==> src/rtl/csr_uart_fifo.sv <==
// csr_uart_fifo: CSR-mapped UART with TX and RX byte FIFOs.
//
// Optional feature macro: CSR_UART_FIFO_IRQ_EN. When defined, the interrupt
// enables in the control register and the registered irq output are built.
// When it is undefined, irq is tied low, the enable bits read 0 and writes to
// them are ignored.
//
// Registers:
//   BASE_ADDR   data/status. Read: [7:0] RX head byte (0 when empty),
//               [8] rx_empty, [9] tx_full, [10] rx_overrun, [11] tx_idle.
//               write pushes wdata[7:0] to TX, set pops RX,
//               clear with wdata[10]=1 clears rx_overrun.
//   BASE_ADDR+1 control. Read: [15:0] DIV (cycles per bit), [17:16] enables.
//               write loads DIV (clamped to >= 4) and enables; set/clear
//               touch the enables only.
//
// Ports:
//   clk, rstn   clock, asynchronous active-low reset
//   read        CSR read strobe (unused; reads are decoded from addr alone)
//   modify      001 write, 010 set, 011 clear, others no-op
//   wdata, addr CSR write data and address
//   rdata       registered read data, pre-modify value (0 on a miss)
//   valid       registered address hit
//   rx, tx      serial in / out
//   irq         interrupt request
module csr_uart_fifo #(
  parameter logic [11:0] BASE_ADDR  = 12'hbc0,
  parameter int unsigned CLOCK_RATE = 12_000_000,
  parameter int unsigned BAUD_RATE  = 115200,
  parameter int unsigned TX_DEPTH   = 8,
  parameter int unsigned RX_DEPTH   = 8
) (
  input  logic        clk,
  input  logic        rstn,
  input  logic        read,
  input  logic [2:0]  modify,
  input  logic [31:0] wdata,
  input  logic [11:0] addr,
  output logic [31:0] rdata,
  output logic        valid,
  input  logic        rx,
  output logic        tx,
  output logic        irq
);

  localparam int unsigned TxAw    = $clog2(TX_DEPTH);
  localparam int unsigned RxAw    = $clog2(RX_DEPTH);
  localparam int unsigned DivFull = CLOCK_RATE / BAUD_RATE;
  localparam logic [15:0] DivInit = 16'(DivFull);
  localparam logic [15:0] DivMin  = 16'd4;

  localparam logic [2:0] OpWrite = 3'b001;
  localparam logic [2:0] OpSet   = 3'b010;
  localparam logic [2:0] OpClear = 3'b011;

  localparam logic [TxAw:0] TxOne = {{TxAw{1'b0}}, 1'b1};
  localparam logic [RxAw:0] RxOne = {{RxAw{1'b0}}, 1'b1};

  typedef enum logic [1:0] {TxIdle, TxStart, TxData, TxStop} tx_state_e;
  typedef enum logic [1:0] {RxIdle, RxStart, RxData, RxStop} rx_state_e;

  logic unused_in;
  assign unused_in = ^{read, wdata[31:16]};

  // ---------------------------------------------------------------------------
  // CSR decode
  // ---------------------------------------------------------------------------
  logic hit_data, hit_ctrl;
  logic op_write, op_set, op_clear;

  assign hit_data = (addr == BASE_ADDR);
  assign hit_ctrl = (addr == BASE_ADDR + 12'd1);
  assign op_write = (modify == OpWrite);
  assign op_set   = (modify == OpSet);
  assign op_clear = (modify == OpClear);

  logic [15:0] div_q;
  logic [1:0]  en;

  always_ff @(posedge clk or negedge rstn) begin
    if (!rstn) begin
      div_q <= DivInit;
    end else if (hit_ctrl && op_write) begin
      div_q <= (wdata[15:0] < DivMin) ? DivMin : wdata[15:0];
    end
  end

  // ---------------------------------------------------------------------------
  // TX FIFO
  // ---------------------------------------------------------------------------
  logic [7:0]    tx_mem [TX_DEPTH];
  logic [TxAw:0] tx_wptr_q, tx_rptr_q;
  logic          tx_empty, tx_full, tx_push, tx_pop;
  logic [7:0]    tx_head;

  assign tx_empty = (tx_wptr_q == tx_rptr_q);
  assign tx_full  = (tx_wptr_q[TxAw] != tx_rptr_q[TxAw]) &&
                    (tx_wptr_q[TxAw-1:0] == tx_rptr_q[TxAw-1:0]);
  assign tx_head  = tx_mem[tx_rptr_q[TxAw-1:0]];
  // A full FIFO drops the byte even if the shifter pops in the same cycle.
  assign tx_push  = hit_data && op_write && !tx_full;

  always_ff @(posedge clk) begin
    if (tx_push) begin
      tx_mem[tx_wptr_q[TxAw-1:0]] <= wdata[7:0];
    end
  end

  always_ff @(posedge clk or negedge rstn) begin
    if (!rstn) begin
      tx_wptr_q <= '0;
      tx_rptr_q <= '0;
    end else begin
      if (tx_push) tx_wptr_q <= tx_wptr_q + TxOne;
      if (tx_pop)  tx_rptr_q <= tx_rptr_q + TxOne;
    end
  end

  // ---------------------------------------------------------------------------
  // TX shifter
  // ---------------------------------------------------------------------------
  tx_state_e   tx_state_q;
  logic [15:0] tx_cnt_q, tx_div_q;
  logic [7:0]  tx_shift_q;
  logic [2:0]  tx_bit_q;
  logic        tx_q;
  logic        tx_bit_end, tx_idle;

  // Each bit latches DIV when it starts, so a DIV write lands on a bit boundary.
  assign tx_bit_end = (tx_cnt_q == tx_div_q - 16'd1);
  assign tx_pop     = !tx_empty &&
                      ((tx_state_q == TxIdle) || ((tx_state_q == TxStop) && tx_bit_end));
  assign tx_idle    = tx_empty && (tx_state_q == TxIdle);
  assign tx         = tx_q;

  always_ff @(posedge clk or negedge rstn) begin
    if (!rstn) begin
      tx_state_q <= TxIdle;
      tx_cnt_q   <= '0;
      tx_div_q   <= DivInit;
      tx_shift_q <= '0;
      tx_bit_q   <= '0;
      tx_q       <= 1'b1;
    end else begin
      case (tx_state_q)
        TxIdle: begin
          if (!tx_empty) begin
            tx_state_q <= TxStart;
            tx_shift_q <= tx_head;
            tx_q       <= 1'b0;
            tx_cnt_q   <= '0;
            tx_div_q   <= div_q;
          end
        end
        TxStart: begin
          if (tx_bit_end) begin
            tx_state_q <= TxData;
            tx_q       <= tx_shift_q[0];
            tx_bit_q   <= '0;
            tx_cnt_q   <= '0;
            tx_div_q   <= div_q;
          end else begin
            tx_cnt_q <= tx_cnt_q + 16'd1;
          end
        end
        TxData: begin
          if (tx_bit_end) begin
            tx_cnt_q <= '0;
            tx_div_q <= div_q;
            if (tx_bit_q == 3'd7) begin
              tx_state_q <= TxStop;
              tx_q       <= 1'b1;
            end else begin
              tx_bit_q   <= tx_bit_q + 3'd1;
              tx_shift_q <= {1'b0, tx_shift_q[7:1]};
              tx_q       <= tx_shift_q[1];
            end
          end else begin
            tx_cnt_q <= tx_cnt_q + 16'd1;
          end
        end
        TxStop: begin
          if (tx_bit_end) begin
            tx_cnt_q <= '0;
            tx_div_q <= div_q;
            // Chain straight into the next start bit when more data is queued.
            if (!tx_empty) begin
              tx_state_q <= TxStart;
              tx_shift_q <= tx_head;
              tx_q       <= 1'b0;
            end else begin
              tx_state_q <= TxIdle;
            end
          end else begin
            tx_cnt_q <= tx_cnt_q + 16'd1;
          end
        end
        default: begin
          tx_state_q <= TxIdle;
          tx_q       <= 1'b1;
        end
      endcase
    end
  end

  // ---------------------------------------------------------------------------
  // RX synchroniser and receiver
  // ---------------------------------------------------------------------------
  logic [1:0]  rx_sync_q;
  logic        rx_s, rx_prev_q;
  rx_state_e   rx_state_q;
  logic [15:0] rx_cnt_q, rx_div_q;
  logic [7:0]  rx_shift_q;
  logic [2:0]  rx_bit_q;
  logic        rx_half_end, rx_bit_end, rx_push;

  assign rx_s        = rx_sync_q[1];
  assign rx_half_end = (rx_cnt_q == {1'b0, rx_div_q[15:1]} - 16'd1);
  assign rx_bit_end  = (rx_cnt_q == rx_div_q - 16'd1);
  // Frames with a low stop bit are dropped without any status.
  assign rx_push     = (rx_state_q == RxStop) && rx_bit_end && rx_s;

  always_ff @(posedge clk or negedge rstn) begin
    if (!rstn) begin
      rx_sync_q <= 2'b11;
      rx_prev_q <= 1'b1;
    end else begin
      rx_sync_q <= {rx_sync_q[0], rx};
      rx_prev_q <= rx_s;
    end
  end

  always_ff @(posedge clk or negedge rstn) begin
    if (!rstn) begin
      rx_state_q <= RxIdle;
      rx_cnt_q   <= '0;
      rx_div_q   <= DivInit;
      rx_shift_q <= '0;
      rx_bit_q   <= '0;
    end else begin
      case (rx_state_q)
        RxIdle: begin
          if (rx_prev_q && !rx_s) begin
            rx_state_q <= RxStart;
            rx_cnt_q   <= '0;
            rx_div_q   <= div_q;
          end
        end
        RxStart: begin
          if (rx_half_end) begin
            rx_cnt_q <= '0;
            if (rx_s) begin
              rx_state_q <= RxIdle;
            end else begin
              rx_state_q <= RxData;
              rx_bit_q   <= '0;
              rx_div_q   <= div_q;
            end
          end else begin
            rx_cnt_q <= rx_cnt_q + 16'd1;
          end
        end
        RxData: begin
          if (rx_bit_end) begin
            rx_shift_q <= {rx_s, rx_shift_q[7:1]};
            rx_cnt_q   <= '0;
            rx_div_q   <= div_q;
            if (rx_bit_q == 3'd7) begin
              rx_state_q <= RxStop;
            end else begin
              rx_bit_q <= rx_bit_q + 3'd1;
            end
          end else begin
            rx_cnt_q <= rx_cnt_q + 16'd1;
          end
        end
        RxStop: begin
          if (rx_bit_end) begin
            rx_state_q <= RxIdle;
            rx_cnt_q   <= '0;
          end else begin
            rx_cnt_q <= rx_cnt_q + 16'd1;
          end
        end
        default: rx_state_q <= RxIdle;
      endcase
    end
  end

  // ---------------------------------------------------------------------------
  // RX FIFO
  // ---------------------------------------------------------------------------
  logic [7:0]    rx_mem [RX_DEPTH];
  logic [RxAw:0] rx_wptr_q, rx_rptr_q;
  logic          rx_empty, rx_full, rx_pop, rx_do_push;
  logic          rx_overrun_q;
  logic [7:0]    rx_head;

  assign rx_empty   = (rx_wptr_q == rx_rptr_q);
  assign rx_full    = (rx_wptr_q[RxAw] != rx_rptr_q[RxAw]) &&
                      (rx_wptr_q[RxAw-1:0] == rx_rptr_q[RxAw-1:0]);
  assign rx_head    = rx_empty ? 8'h00 : rx_mem[rx_rptr_q[RxAw-1:0]];
  assign rx_pop     = hit_data && op_set && !rx_empty;
  // A pop in the same cycle frees the slot, so a full FIFO still accepts.
  assign rx_do_push = rx_push && (!rx_full || rx_pop);

  always_ff @(posedge clk) begin
    if (rx_do_push) begin
      rx_mem[rx_wptr_q[RxAw-1:0]] <= rx_shift_q;
    end
  end

  always_ff @(posedge clk or negedge rstn) begin
    if (!rstn) begin
      rx_wptr_q    <= '0;
      rx_rptr_q    <= '0;
      rx_overrun_q <= 1'b0;
    end else begin
      if (rx_do_push) rx_wptr_q <= rx_wptr_q + RxOne;
      if (rx_pop)     rx_rptr_q <= rx_rptr_q + RxOne;
      if (rx_push && !rx_do_push) begin
        rx_overrun_q <= 1'b1;
      end else if (hit_data && op_clear && wdata[10]) begin
        rx_overrun_q <= 1'b0;
      end
    end
  end

  // ---------------------------------------------------------------------------
  // Interrupts
  // ---------------------------------------------------------------------------
`ifdef CSR_UART_FIFO_IRQ_EN
  logic [1:0] en_q;
  logic       irq_q;

  always_ff @(posedge clk or negedge rstn) begin
    if (!rstn) begin
      en_q  <= 2'b00;
      irq_q <= 1'b0;
    end else begin
      if (hit_ctrl && op_write) begin
        en_q <= wdata[17:16];
      end else if (hit_ctrl && op_set) begin
        en_q <= en_q | wdata[17:16];
      end else if (hit_ctrl && op_clear) begin
        en_q <= en_q & ~wdata[17:16];
      end
      irq_q <= (en_q[0] & ~rx_empty) | (en_q[1] & tx_idle) | (en_q[0] & rx_overrun_q);
    end
  end

  assign en  = en_q;
  assign irq = irq_q;
`else
  assign en  = 2'b00;
  assign irq = 1'b0;
`endif

  // ---------------------------------------------------------------------------
  // Registered read port
  // ---------------------------------------------------------------------------
  logic [31:0] data_val, ctrl_val;
  logic [31:0] rdata_q;
  logic        valid_q;

  assign data_val = {20'd0, tx_idle, rx_overrun_q, tx_full, rx_empty, rx_head};
  assign ctrl_val = {14'd0, en, div_q};

  always_ff @(posedge clk or negedge rstn) begin
    if (!rstn) begin
      rdata_q <= '0;
      valid_q <= 1'b0;
    end else begin
      valid_q <= hit_data || hit_ctrl;
      if (hit_data) begin
        rdata_q <= data_val;
      end else if (hit_ctrl) begin
        rdata_q <= ctrl_val;
      end else begin
        rdata_q <= '0;
      end
    end
  end

  assign rdata = rdata_q;
  assign valid = valid_q;

endmodule
==> config.mk <==
export PLATFORM = sky130hd
export DESIGN_NAME = csr_uart_fifo
export DESIGN_NICKNAME = d
export VERILOG_FILES = /design/src/rtl/csr_uart_fifo.sv
export SDC_FILE = /design/constraint.sdc
export NUM_CORES = 1
export LEC_CHECK = 0
export CORE_UTILIZATION = 50
export CTS_CLUSTER_SIZE = 40
export DETAILED_ROUTE_END_ITERATION = 8
export PLACE_DENSITY = 0.65
export SYNTH_ARGS = -nofsm -noshare
export SYNTH_HDL_FRONTEND = slang
export SYNTH_SLANG_ARGS = --single-unit
export TNS_END_PERCENT = 1
==> constraint.sdc <==
create_clock -name clk -period 11.69 [get_ports clk]
set_clock_uncertainty 0.05 [all_clocks]
set_input_delay 2.338 -clock clk [delete_from_list [all_inputs] [get_ports clk]]
set_output_delay 2.338 -clock clk [all_outputs]
set_load 0.03 [all_outputs]
**After elaboration in Yosys (flattened, before gate mapping)**

Memory sizes are Yosys's and may differ from the RTL's.
Cells that the tools add are included.

- Register bits after elaboration: 160
- RAM bits: 128
- Memories: 2

- Add/subtract/negate cells: 11
- Magnitude comparators: 1
- Equal/unequal tests: 36
- Mux-type cells: 59
- Reductions and logical operators: 44

Memory list:

| memory | depth | bits a word | read ports | clocked after memory_dff | wr ports | line | source |
|---|---|---|---|---|---|---|---|
| rx_mem | 8 | 8 | 1 | 0 | 1 | 293 | `logic [7:0] rx_mem [RX_DEPTH];` |
| tx_mem | 8 | 8 | 1 | 0 | 1 | 91 | `logic [7:0] tx_mem [TX_DEPTH];` |

Operator list:

| cell | count |
|---|---|
| $mux 16 | 14 |
| $pmux 16 s3 | 2 |
| $pmux 16 s2 | 2 |
| $eq 16x16->1 | 3 |
| $mux 8 | 5 |
| $add 16x1->16 const B | 2 |
| $sub 16x1->16 const B | 2 |
| $ne 2x2->1 const B | 13 |
| $eq 12x12->1 const B | 2 |
| $pmux 8 s3 | 1 |
| $mux 2 | 11 |
| $mux 3 | 7 |
| $reduce_and 5->1 | 4 |
| $logic_and 1x1->1 | 17 |
| $add 4x1->4 const B | 4 |
| $lt 16x3->1 const B | 1 |
| $pmux 2 s4 | 2 |
| $sub 15x1->16 const B | 1 |
| $mux 1 | 12 |
| $pmux 3 s2 | 2 |
| $eq 2x2->1 const B | 4 |
| $eq 4x4->1 | 2 |
| $reduce_and 4->1 | 2 |
| $add 3x1->3 const B | 2 |
| 17 further kinds | 34 |

**Longest topological paths before layout**

- Depth in word-level cells: 8
- Gate-level depth with buffers: 13

**Least setup slack after synthesis**

No wires, ideal clock.

- Path kind: input -> register
- From: input addr[1]
- To: memory rx_mem[1][0] (enable)
- Library setup time: 0.383 ns
- Arrival: 5.005 ns
- Required time: 11.257 ns
- Slack: 6.252 ns
- Stages: 8
- Buffers on the path: 1
- Cell sequence: or4_1 > or4_1 > clkbuf_1 > nor2_1 > nand3_1 > nand3b_1 > or4b_4 > nor3_1

- Longest elaborated chain between the ends: 7

RTL lines:

| item | line | source |
|---|---|---|
| from (decl) | 38 | `input logic [11:0] addr,` |
| $eq 12x12->1 | 71 | `assign hit_data = (addr == BASE_ADDR);` |
| $logic_and 1x1->1 (2 in series) | 303 | `assign rx_pop = hit_data && op_set && !rx_empty;` |
| $logic_or 1x1->1 | 305 | `assign rx_do_push = rx_push && (!rx_full \|\| rx_pop);` |
| $logic_and 1x1->1 | 305 |  |
| $mux 1 | 308 | `if (rx_do_push) begin` |
| $mux 1 (implied by the code) | 309 | `rx_mem[rx_wptr_q[RxAw-1:0]] <= rx_shift_q;` |
| to (decl) | 293 |  |

Every way passes these cells.

**Worst setup path in the final report**

- From: input addr[1]
- To: memory rx_mem[1][4] (enable)

Same word-level chain as after synthesis.

==> impl_metrics.py <==
metrics = {
    "status": {
        "outcome": "finished clean",
    },
    "power_and_ir_drop": {
        "peakVddDrop_mv": 0.156,
        "p_leak_uw": 0.00588,
        "powerDensity_nw_per_um2": 165,
    },
    "logic_synthesis": {
        "syn_area_um2": 13300,
        "synth_top_area_frac": 0.290,
        "synth_xor_area_frac": 0.0509,
        "yosys_warnings": 0,
        "synth_compound_area_frac": 0.0706,
        "ys_types": 75,
        "synth_top_family_by_area": "simple AND/OR/NAND/NOR gates",
        "synthAdderAreaFrac": 0.0170,
        "synth.area.top_cells": "edfxtp_1 (29%), dfrtp_1 (25%), mux4_2 (5.4%), mux2_2 (5.0%), xnor2_1 (3.1%)",
        "synthMuxAreaShare": 0.125,
        "synth_enable_flop_cells": 128,
        "ys_ff_latch": 272,
        "synth_area_leader_cell": "edfxtp_1",
        "synth_cells": 1073,
        "ys_seq_area_frac": 0.563,
        "synthFlopType": "dfrtp_1",
        "yosys.area_share.simple": 0.138,
        "syn_area_per_cell_um2": 12.4,
        "async_flop_share": 0.529,
    },
    "routing": {
        "avgRoutedWirePerCell_um": 18.4,
        "postRouteAntennaNets": 0,
        "detail_route.iter0.violations": 500,
        "vias": 8321,
        "dr.pass1.iters": 4,
        "finalWirelength_um": 26800,
        "drc": 0,
        "viasPerCell": 5.73,
    },
    "worst_setup_path": {
        "cp-start-kind": "input pin",
        "cp.arrival_ns": 5.97,
        "reg2reg_depth": 9,
        "critPathMaxStageDelay_ns": 0.93,
        "critPathCaptureType": "flop",
        "worstPathCellList": "clkdlybuf4s50_1, or4_1, or4_1, nor2_1, nand3_1, nand3b_1, or4b_4, nor3_1",
        "cpMostUsedCell": "or4_1",
        "cp_max_fo": 8,
        "path_class": "input pin to flop",
        "cp_slowest_cell": "nor3_1",
        "crit_required_ns": 11.80,
    },
    "cells_and_area": {
        "fin_nets": 1165,
        "area_growth_pct": 11.8,
        "antenna_cells": 0,
        "fin_cells": 1453,
        "layout-drive-gt1-share": 0.167,
        "final_area_um2": 14800,
    },
    "placement": {
        "gp_congestion": 0.807,
        "placed_area_um2": 13900,
        "post-place-cells": 1401,
        "dp_hpwl_um": 18300,
        "port_buffers": 51,
    },
    "sta": {
        "worst_pin_slew_ns": 1.21,
        "layout_min_cycle_time_ns": 5.86,
        "rsz0062_at_grt": "no",
        "final-hold-violation-count": 0,
        "finalSetupViolations": 0,
        "holdWs_ns": 0.307,
        "final-max-slew-violation-count": 0,
        "finalSetupTns_ns": 0,
        "max_freq_mhz": 171,
        "fin_crit_sh": 0.501,
        "slew_headroom": 0.189,
    },
    "clocking": {
        "htree_levels": 1,
        "cts_made_buffers": 28,
        "cts-hold-fix-buffers": 0,
        "insertion_delay_ns": 0.55,
        "clock-sinks": 272,
        "post-cts-setup-buffers": 0,
        "path_clk_slew_ns": 0.06,
        "cts_resized": 0,
        "cts.path.max_buffers": 3,
        "tritoncts": "done",
        "cts_root_buf": "clkbuf_16",
    },
    "global_routing": {
        "grt_overflow": 0,
        "grt_pass1_wl_um": 43000,
        "grt_pass1_vias": 8136,
        "grt_max_degree": 79,
        "antenna_found_initial": 0,
        "grt_use_total": 0.205,
    },
    "floorplanning": {
        "die_w_um": 165,
        "start_util": 0.509,
        "rows": 59,
        "core_area_um2": 26100,
        "die_area_um2": 27200,
        "ios": 86,
        "die_h_um": 165,
    },
    "hold_path": {
        "hold_path_depth": 0,
        "hold_class": "flop to flop",
    },
    "job": {
        "maxCapViolations": 0,
    },
}
-- stage by stage --
step                utilization  power [µW]  setup WS [ns]
finish                    0.569        2450           5.83
global route              0.569        2560           5.59
CTS                       0.569        2470           5.78
detailed placement        0.533        1590           5.21
global placement          0.533        1580           5.19
floorplan                     -        1490           6.25
-- synth_stat cells (all sizes together), types with 5 or more instances --
cell type  instances
a21oi             15
a31oi              8
and2               6
and3              22
buf               39
clkbuf            40
dfrtp            131
dfstp             13
edfxtp           128
ha                18
inv               18
mux2              66
mux2i             17
mux4              32
nand2             86
nand2b            10
nand3             35
nand4              7
nand4b             7
nor2              58
nor2b             14
nor3              41
nor4              14
o211ai            14
o21ai             71
o22ai              5
or2                6
or3                8
or4               10
xnor2             47
xor2              30
-- cells in the final DEF (no fill, tap or decap), types with 6 or more instances in the layout --
cell	count
a21oi_1	15
a31oi_1	8
and2_1	6
and3_1	22
clkbuf_16	31
clkdlybuf4s50_1	50
clkinv_2	7
conb_1	17
dfrtp_1	131
dfstp_2	13
edfxtp_1	128
ha_1	18
inv_1	18
mux2_2	59
mux2_4	7
mux2i_1	17
mux4_2	32
nand2_1	85
nand2b_1	10
nand3_1	35
nand4_1	7
nand4b_1	7
nor2_1	56
nor2b_1	14
nor3_1	38
nor4_1	14
o211ai_1	14
o21ai_0	70
or3_1	8
or4_1	9
xnor2_1	47
xor2_1	30
-- routing by layer --
layer / track usage / vias up / wire length [µm]
li1: - / 3982 / -
met1: 0.285 / 4148 / 12300
met2: 0.339 / 151 / 12900
met3: 0.0269 / 40 / 948
met4: 0.0559 / 0 / 604
met5: 0 / - / 0
-- worst paths after layout --
check | start | endpoint | slack, ns
worst max-delay path | addr[1] | rx_mem[1][4] | 5.83
worst min-delay path | rx_sync_q[0] | rx_sync_q[1] | 0.31
worst max register to register | rx_div_q[0] | rx_mem[1][4] | 7.15
worst min register to register | rx_sync_q[0] | rx_sync_q[1] | 0.31
max in group asynchronous | rstn | rdata[10] | 8.44
min in group asynchronous | rstn | tx_shift_q[2] | 1.72
-- flip-flops by register name, indices dropped and copies added (netlist names), 4 cells and up, named ones only --
name	flops
rx_mem	64
rx_div_q	16
tx_wptr_q	4
rx_shift_q	8
rx_cnt_q	16
tx_shift_q	8
rx_rptr_q	4
rdata	16
div_q	16
rx_wptr_q	4
tx_cnt_q	16
tx_mem	64
tx_div_q	16
tx_rptr_q	4
-- report_power, final --
part           total (µW)  switching [µW]  internal [µW]
logic                 446             217            229
registers            1130            77.7           1050
clock network         874             382            492
-- worst max-delay path, delay by kind of cell --
kind	cells	cell delay (ns)
and+or+nand+nor	7	3.23
buffers and inverters	1	0.39
-- final cells by class --
| type | count | area, µm² |
|---|---|---|
| multi-input cells | 720 | 5400 |
| well taps | 335 | 419 |
| fillers | 2138 | 11200 |
| clock buffers | 35 | 802 |
| repair buffers | 56 | 549 |
| flip-flops and latches | 272 | 7460 |
| clock inverters | 17 | 115 |
| inverters | 18 | 67.6 |
-- kinds of logic after synthesis --
logic type	count (synthesis)
simple gates	346
mux	115
compound gates	147
flops	272
xor+xnor	77
buf+inv	97
fa+ha+maj	18
other cells	1
Power figures use the tool's default switching activity.
==> edit 1: new RTL, config.mk and constraints unchanged <==
The option `CSR_UART_FIFO_IRQ_EN` is turned on by a define.
--- a/src/rtl/csr_uart_fifo.sv
+++ b/src/rtl/csr_uart_fifo.sv
@@ -24,4 +24,6 @@
 //   rx, tx      serial in / out
 //   irq         interrupt request
+`define CSR_UART_FIFO_IRQ_EN
+
 module csr_uart_fifo #(
   parameter logic [11:0] BASE_ADDR  = 12'hbc0,
Formal check against the unedited RTL: not equivalent (Yosys sat finds a counterexample within 4 cycles, from zero or initial values and one cycle with rstn low).
==> edit 1 against the original RTL <==
The flow now finishes with violations (design-rule violations). First-iteration DRC count grew 6.2%. Cell count is essentially flat. Area after synthesis is 1.2% higher. Sequential cell count grew 5. Power rose by 3.3%. Routed wire length grew 3.4%. Combinational power is 2% lower. Synthesized cell count fell by 1.7%. Via count down 0.58%. Hold slack worse by 0.0069 ns. Non-clock buffer count increased by 6. Design area is 2.2% higher. Setup slack worse by 0.025 ns.
==> edit 1: results <==
[detailed_routing]
detail_route.iter0.violations = 531
met2WireLength_um = 13100
first_pass_iteration_count_of_the_detailed_router = 7
detailroute.wirelength.met3_um = 938
vias_per_cell = 5.69
post-route-drc-count = 13
avgRoutedWirePerCell_um = 19.0
via_count = 8273
routedLengthMet1_um = 12900

[place]
port-buffer-count = 56
post_dp_cell_area_sq_um = 14100
place_hpwl_um = 18900
post-place-ws_ns = 5.18
place_congestion = 0.837
place_inst = 1397

[worst_setup_path]
rr_worst_depth = 8
max_fo_critical_path = 10
timing.critical_path.slowest_cell_delay_ns = 0.96
timing.critical_path.to = rx_mem[0][6]
r2r-start = rx_div_q[7]
cp_data_arrival_time_ns = 6.03
setup.reg_to_reg.worst_slack_ns = 7.29

[synth]
synth-seq-area-share_pct = 56.6
synth_compound_area_share_pct = 7.33
postSynth.asyncResetShare_pct = 53.8
postSynthAreaPerCell_sq_um = 12.7
post_synth_main_area_contributors = sky130_fd_sc_hd__edfxtp_1 29%, sky130_fd_sc_hd__dfrtp_1 25%, sky130_fd_sc_hd__mux4_2 5.4%
yosysUniqueCellTypes = 79
netlist_top_cells_count = 136 x sky130_fd_sc_hd__dfrtp_1, 128 x sky130_fd_sc_hd__edfxtp_1, 82 x sky130_fd_sc_hd__nand2_1

[grt]
grt_util_met1_pct = 29.3
grt_first_pass_wirelength_um = 45300
globalRouteMet2Util_pct = 33.8
groute.layer.met3.usage_pct = 2.84
largest_net_degree_at_the_start_of_global_routing = 94
grt_antenna_before_repair = 1
first_global_vias = 8235
grt.total_usage_pct = 20.8

[cts]
num_cts_buffers = 30
clock_insertion_delay_worst_skew_ns = 0.58

[layout]
layout-drive-gt1-share_pct = 15.3
num-nets-final = 1163

[sta]
max-slew-margin-rel_pct = 17.0
timing.hold.ws_ns = 0.300

[status]
failed_checks = design-rule violations
run_status = finished, violations left

[power]
maximum_ir_drop_on_the_vdd_rail_mv = 0.125
power.leakage_nw = 6.24
-- edit 1: changes by cell type after synthesis, moves of 8 or more --
cell,change
sky130_fd_sc_hd__a21oi_1,-10
sky130_fd_sc_hd__mux2_1,+11
sky130_fd_sc_hd__mux2_2,-16
sky130_fd_sc_hd__nand3_1,-10
sky130_fd_sc_hd__nor2_1,-8
sky130_fd_sc_hd__nor2b_1,+11
sky130_fd_sc_hd__nor3_1,-20
sky130_fd_sc_hd__o211ai_1,-9
sky130_fd_sc_hd__xnor2_1,+8
-- edit 1: where the power goes --
group          leakage [nW]  internal, W  total [W]  switching (W)
sequential             3.30      0.00107    0.00114      0.0000716
combinational          2.47     0.000219   0.000435       0.000217
clock                 0.481     0.000569   0.000953       0.000384
-- edit 1: cell type report --
type	count	area, sq um
fillers	2144	11100
flip-flops and latches	277	7590
multi-input cells	700	5440
clock buffers	48	858
repair buffers	62	607
well taps	335	419
clock inverters	8	143
inverters	23	86.3
diodes	1	2.50
==> edit 2: new RTL, same flow settings <==
Without the edit above. Encoding of `rx_state_e`: now one-hot (4 bits for 4 states).
--- a/src/rtl/csr_uart_fifo.sv
+++ b/src/rtl/csr_uart_fifo.sv
@@ -58,5 +58,5 @@
 
   typedef enum logic [1:0] {TxIdle, TxStart, TxData, TxStop} tx_state_e;
-  typedef enum logic [1:0] {RxIdle, RxStart, RxData, RxStop} rx_state_e;
+  typedef enum logic [3:0] {RxIdle = 4'b0001, RxStart = 4'b0010, RxData = 4'b0100, RxStop = 4'b1000} rx_state_e;
 
   logic unused_in;
Check against the original RTL: no difference found for any inputs over 10 cycles, from zero or initial values and one cycle with rstn low; not proved beyond that.
==> edit 2 against the original RTL <==
The run now ends with design-rule violations left. Design area rose by 1.8%. Global-route usage fell by 0.45 points. Setup slack got worse by 0.47 ns. Die area rose by 1.6%. Utilization rose by 0.54 points. Routed wire length rose by 1.1%. Largest power group unchanged. Power rose by 5.3%. Sequential cell count rose by 2. Count of clock-buffer cells in the layout fell by 2. Area after synthesis rose by 1.7%. Synthesized cell count rose by 2.0%. Combinational power rose by 25%.
==> edit 2: results <==
[synth]
dominantRegCellSynth = sky130_fd_sc_hd__dfrtp_1
synth_compound_area_share_pct = 7.25
yosys_warnings = 0
synth.mux.area_fraction_pct = 13.2
post_synth_main_area_contributors = sky130_fd_sc_hd__edfxtp_1 29%, sky130_fd_sc_hd__dfrtp_1 25%, sky130_fd_sc_hd__mux4_2 5.3%
netlist_top_cells_count = 132 x sky130_fd_sc_hd__dfrtp_1, 128 x sky130_fd_sc_hd__edfxtp_1, 89 x sky130_fd_sc_hd__nand2_1
postSynth.asyncResetShare_pct = 53.3
yosysUniqueCellTypes = 68
yosys.area_share.xor_xnor_pct = 4.85
synth_edf_count = 128
synth-seq-area-share_pct = 55.8
synth-adder-area-share_pct = 1.67

[worst_setup_path]
r2r-start = rx_div_q[4]
rr_worst_depth = 7
cp_data_arrival_time_ns = 6.44
timing.critical_path.slowest_cell_delay_ns = 0.98
critical-path-slowest-cell = sky130_fd_sc_hd__nor3_1
max_fo_critical_path = 9
setup.reg_to_reg.worst_slack_ns = 7.28
r2r-end = rx_mem[1][6]

[layout]
num-nets-final = 1192
num_antenna_cells = 0
layout-drive-gt1-share_pct = 15.6

[grt]
largest_net_degree_at_the_start_of_global_routing = 79
grt.total_usage_pct = 20.0
first_global_vias = 8272
grt_first_pass_wirelength_um = 44500

[cts]
clk_pin_slew_ns = 0.06
clock_insertion_delay_worst_skew_ns = 0.54
count_of_h_tree_levels_built_during_cts = 1
num_cts_buffers = 27

[detailed_routing]
first_pass_iteration_count_of_the_detailed_router = 7
vias_per_cell = 5.74
post-route-drc-count = 5
avgRoutedWirePerCell_um = 18.3
detail_route.iter0.violations = 555

[status]
run_status = finished, violations left
failed_checks = design-rule violations

[place]
port-buffer-count = 51
place_hpwl_um = 18800
place_congestion = 0.820

[power]
maximum_ir_drop_on_the_vdd_rail_mv = 0.0908
power.leakage_nw = 6.17

[sta]
max-slew-margin-rel_pct = 18.6

[min_path]
worst_hold_class = flop to flop
worstHoldStart = rx_sync_q[0]
[edit 2: metal layers]
metal  GRT usage (%)  wire length (um)  up-vias
met1            28.1             12500     4230
met2            32.8             13000      166
met5               0                 0        -
met4            5.93               592        0
met3            2.45               977       39
li1                -                 -     4059
[edit 2: how the worst max path moves through the flow]
stage | from | slack (ns) | end | cells after the start
finish | addr[1] | 5.36 | rx_mem[1][6] | 8
global route | addr[1] | 4.98 | rx_mem[1][4] | 8
CTS | addr[1] | 5.29 | rx_mem[1][1] | 8
detailed placement | addr[1] | 4.75 | rx_mem[1][0] | 8
global placement | addr[1] | 4.85 | rx_mem[1][1] | 8
floorplan | addr[1] | 5.85 | rx_mem[0][0] | 9
[edit 2: where the power goes]
part / internal (W) / leakage, nW / total (W) / switching [W]
combinational: 0.000254 / 2.45 / 0.000557 / 0.000303
clock: 0.000523 / 0.443 / 0.000893 / 0.000369
sequential: 0.00106 / 3.27 / 0.00112 / 0.0000698
total: 0.00183 / 6.17 / 0.00257 / 0.000742
[edit 2: stage by stage]
step           setup WS (ns)  std cells  utilization (%)  hold slack (ns)  cell area [sq um]
6_report                5.36       1479             57.4            0.307              15100
4_1_cts                 5.29       1479             57.4            0.309              15100
3_3_place_gp            4.85       1429             53.9            0.297              14200
2_1_floorplan           5.85       1110                -            0.295              13500
3_5_place_dp            4.75       1429             53.9            0.300              14200
5_1_grt                 4.98       1479             57.4            0.310              15100
[edit 2: kinds of logic (layout without fill, tap and decap cells)]
logic type | Yosys count | count (layout)
flip-flops | 274 | 274
other | 1 | 17
adder cells (fa/ha/maj) | 18 | 18
AO/OA/AOI/OAI | 148 | 148
multiplexers | 125 | 125
AND/OR/NAND/NOR | 357 | 357
XOR/XNOR | 73 | 73
buffers and inverters | 98 | 132
[edit 2: area by class of cell]
| class | count | area, sq um |
|---|---|---|
| flip-flops and latches | 274 | 7510 |
| fillers | 2139 | 11200 |
| inverters | 23 | 86.3 |
| repair buffers | 59 | 572 |
| multi-input cells | 738 | 5580 |
| clock buffers | 33 | 708 |
| well taps | 335 | 419 |
| clock inverters | 17 | 209 |
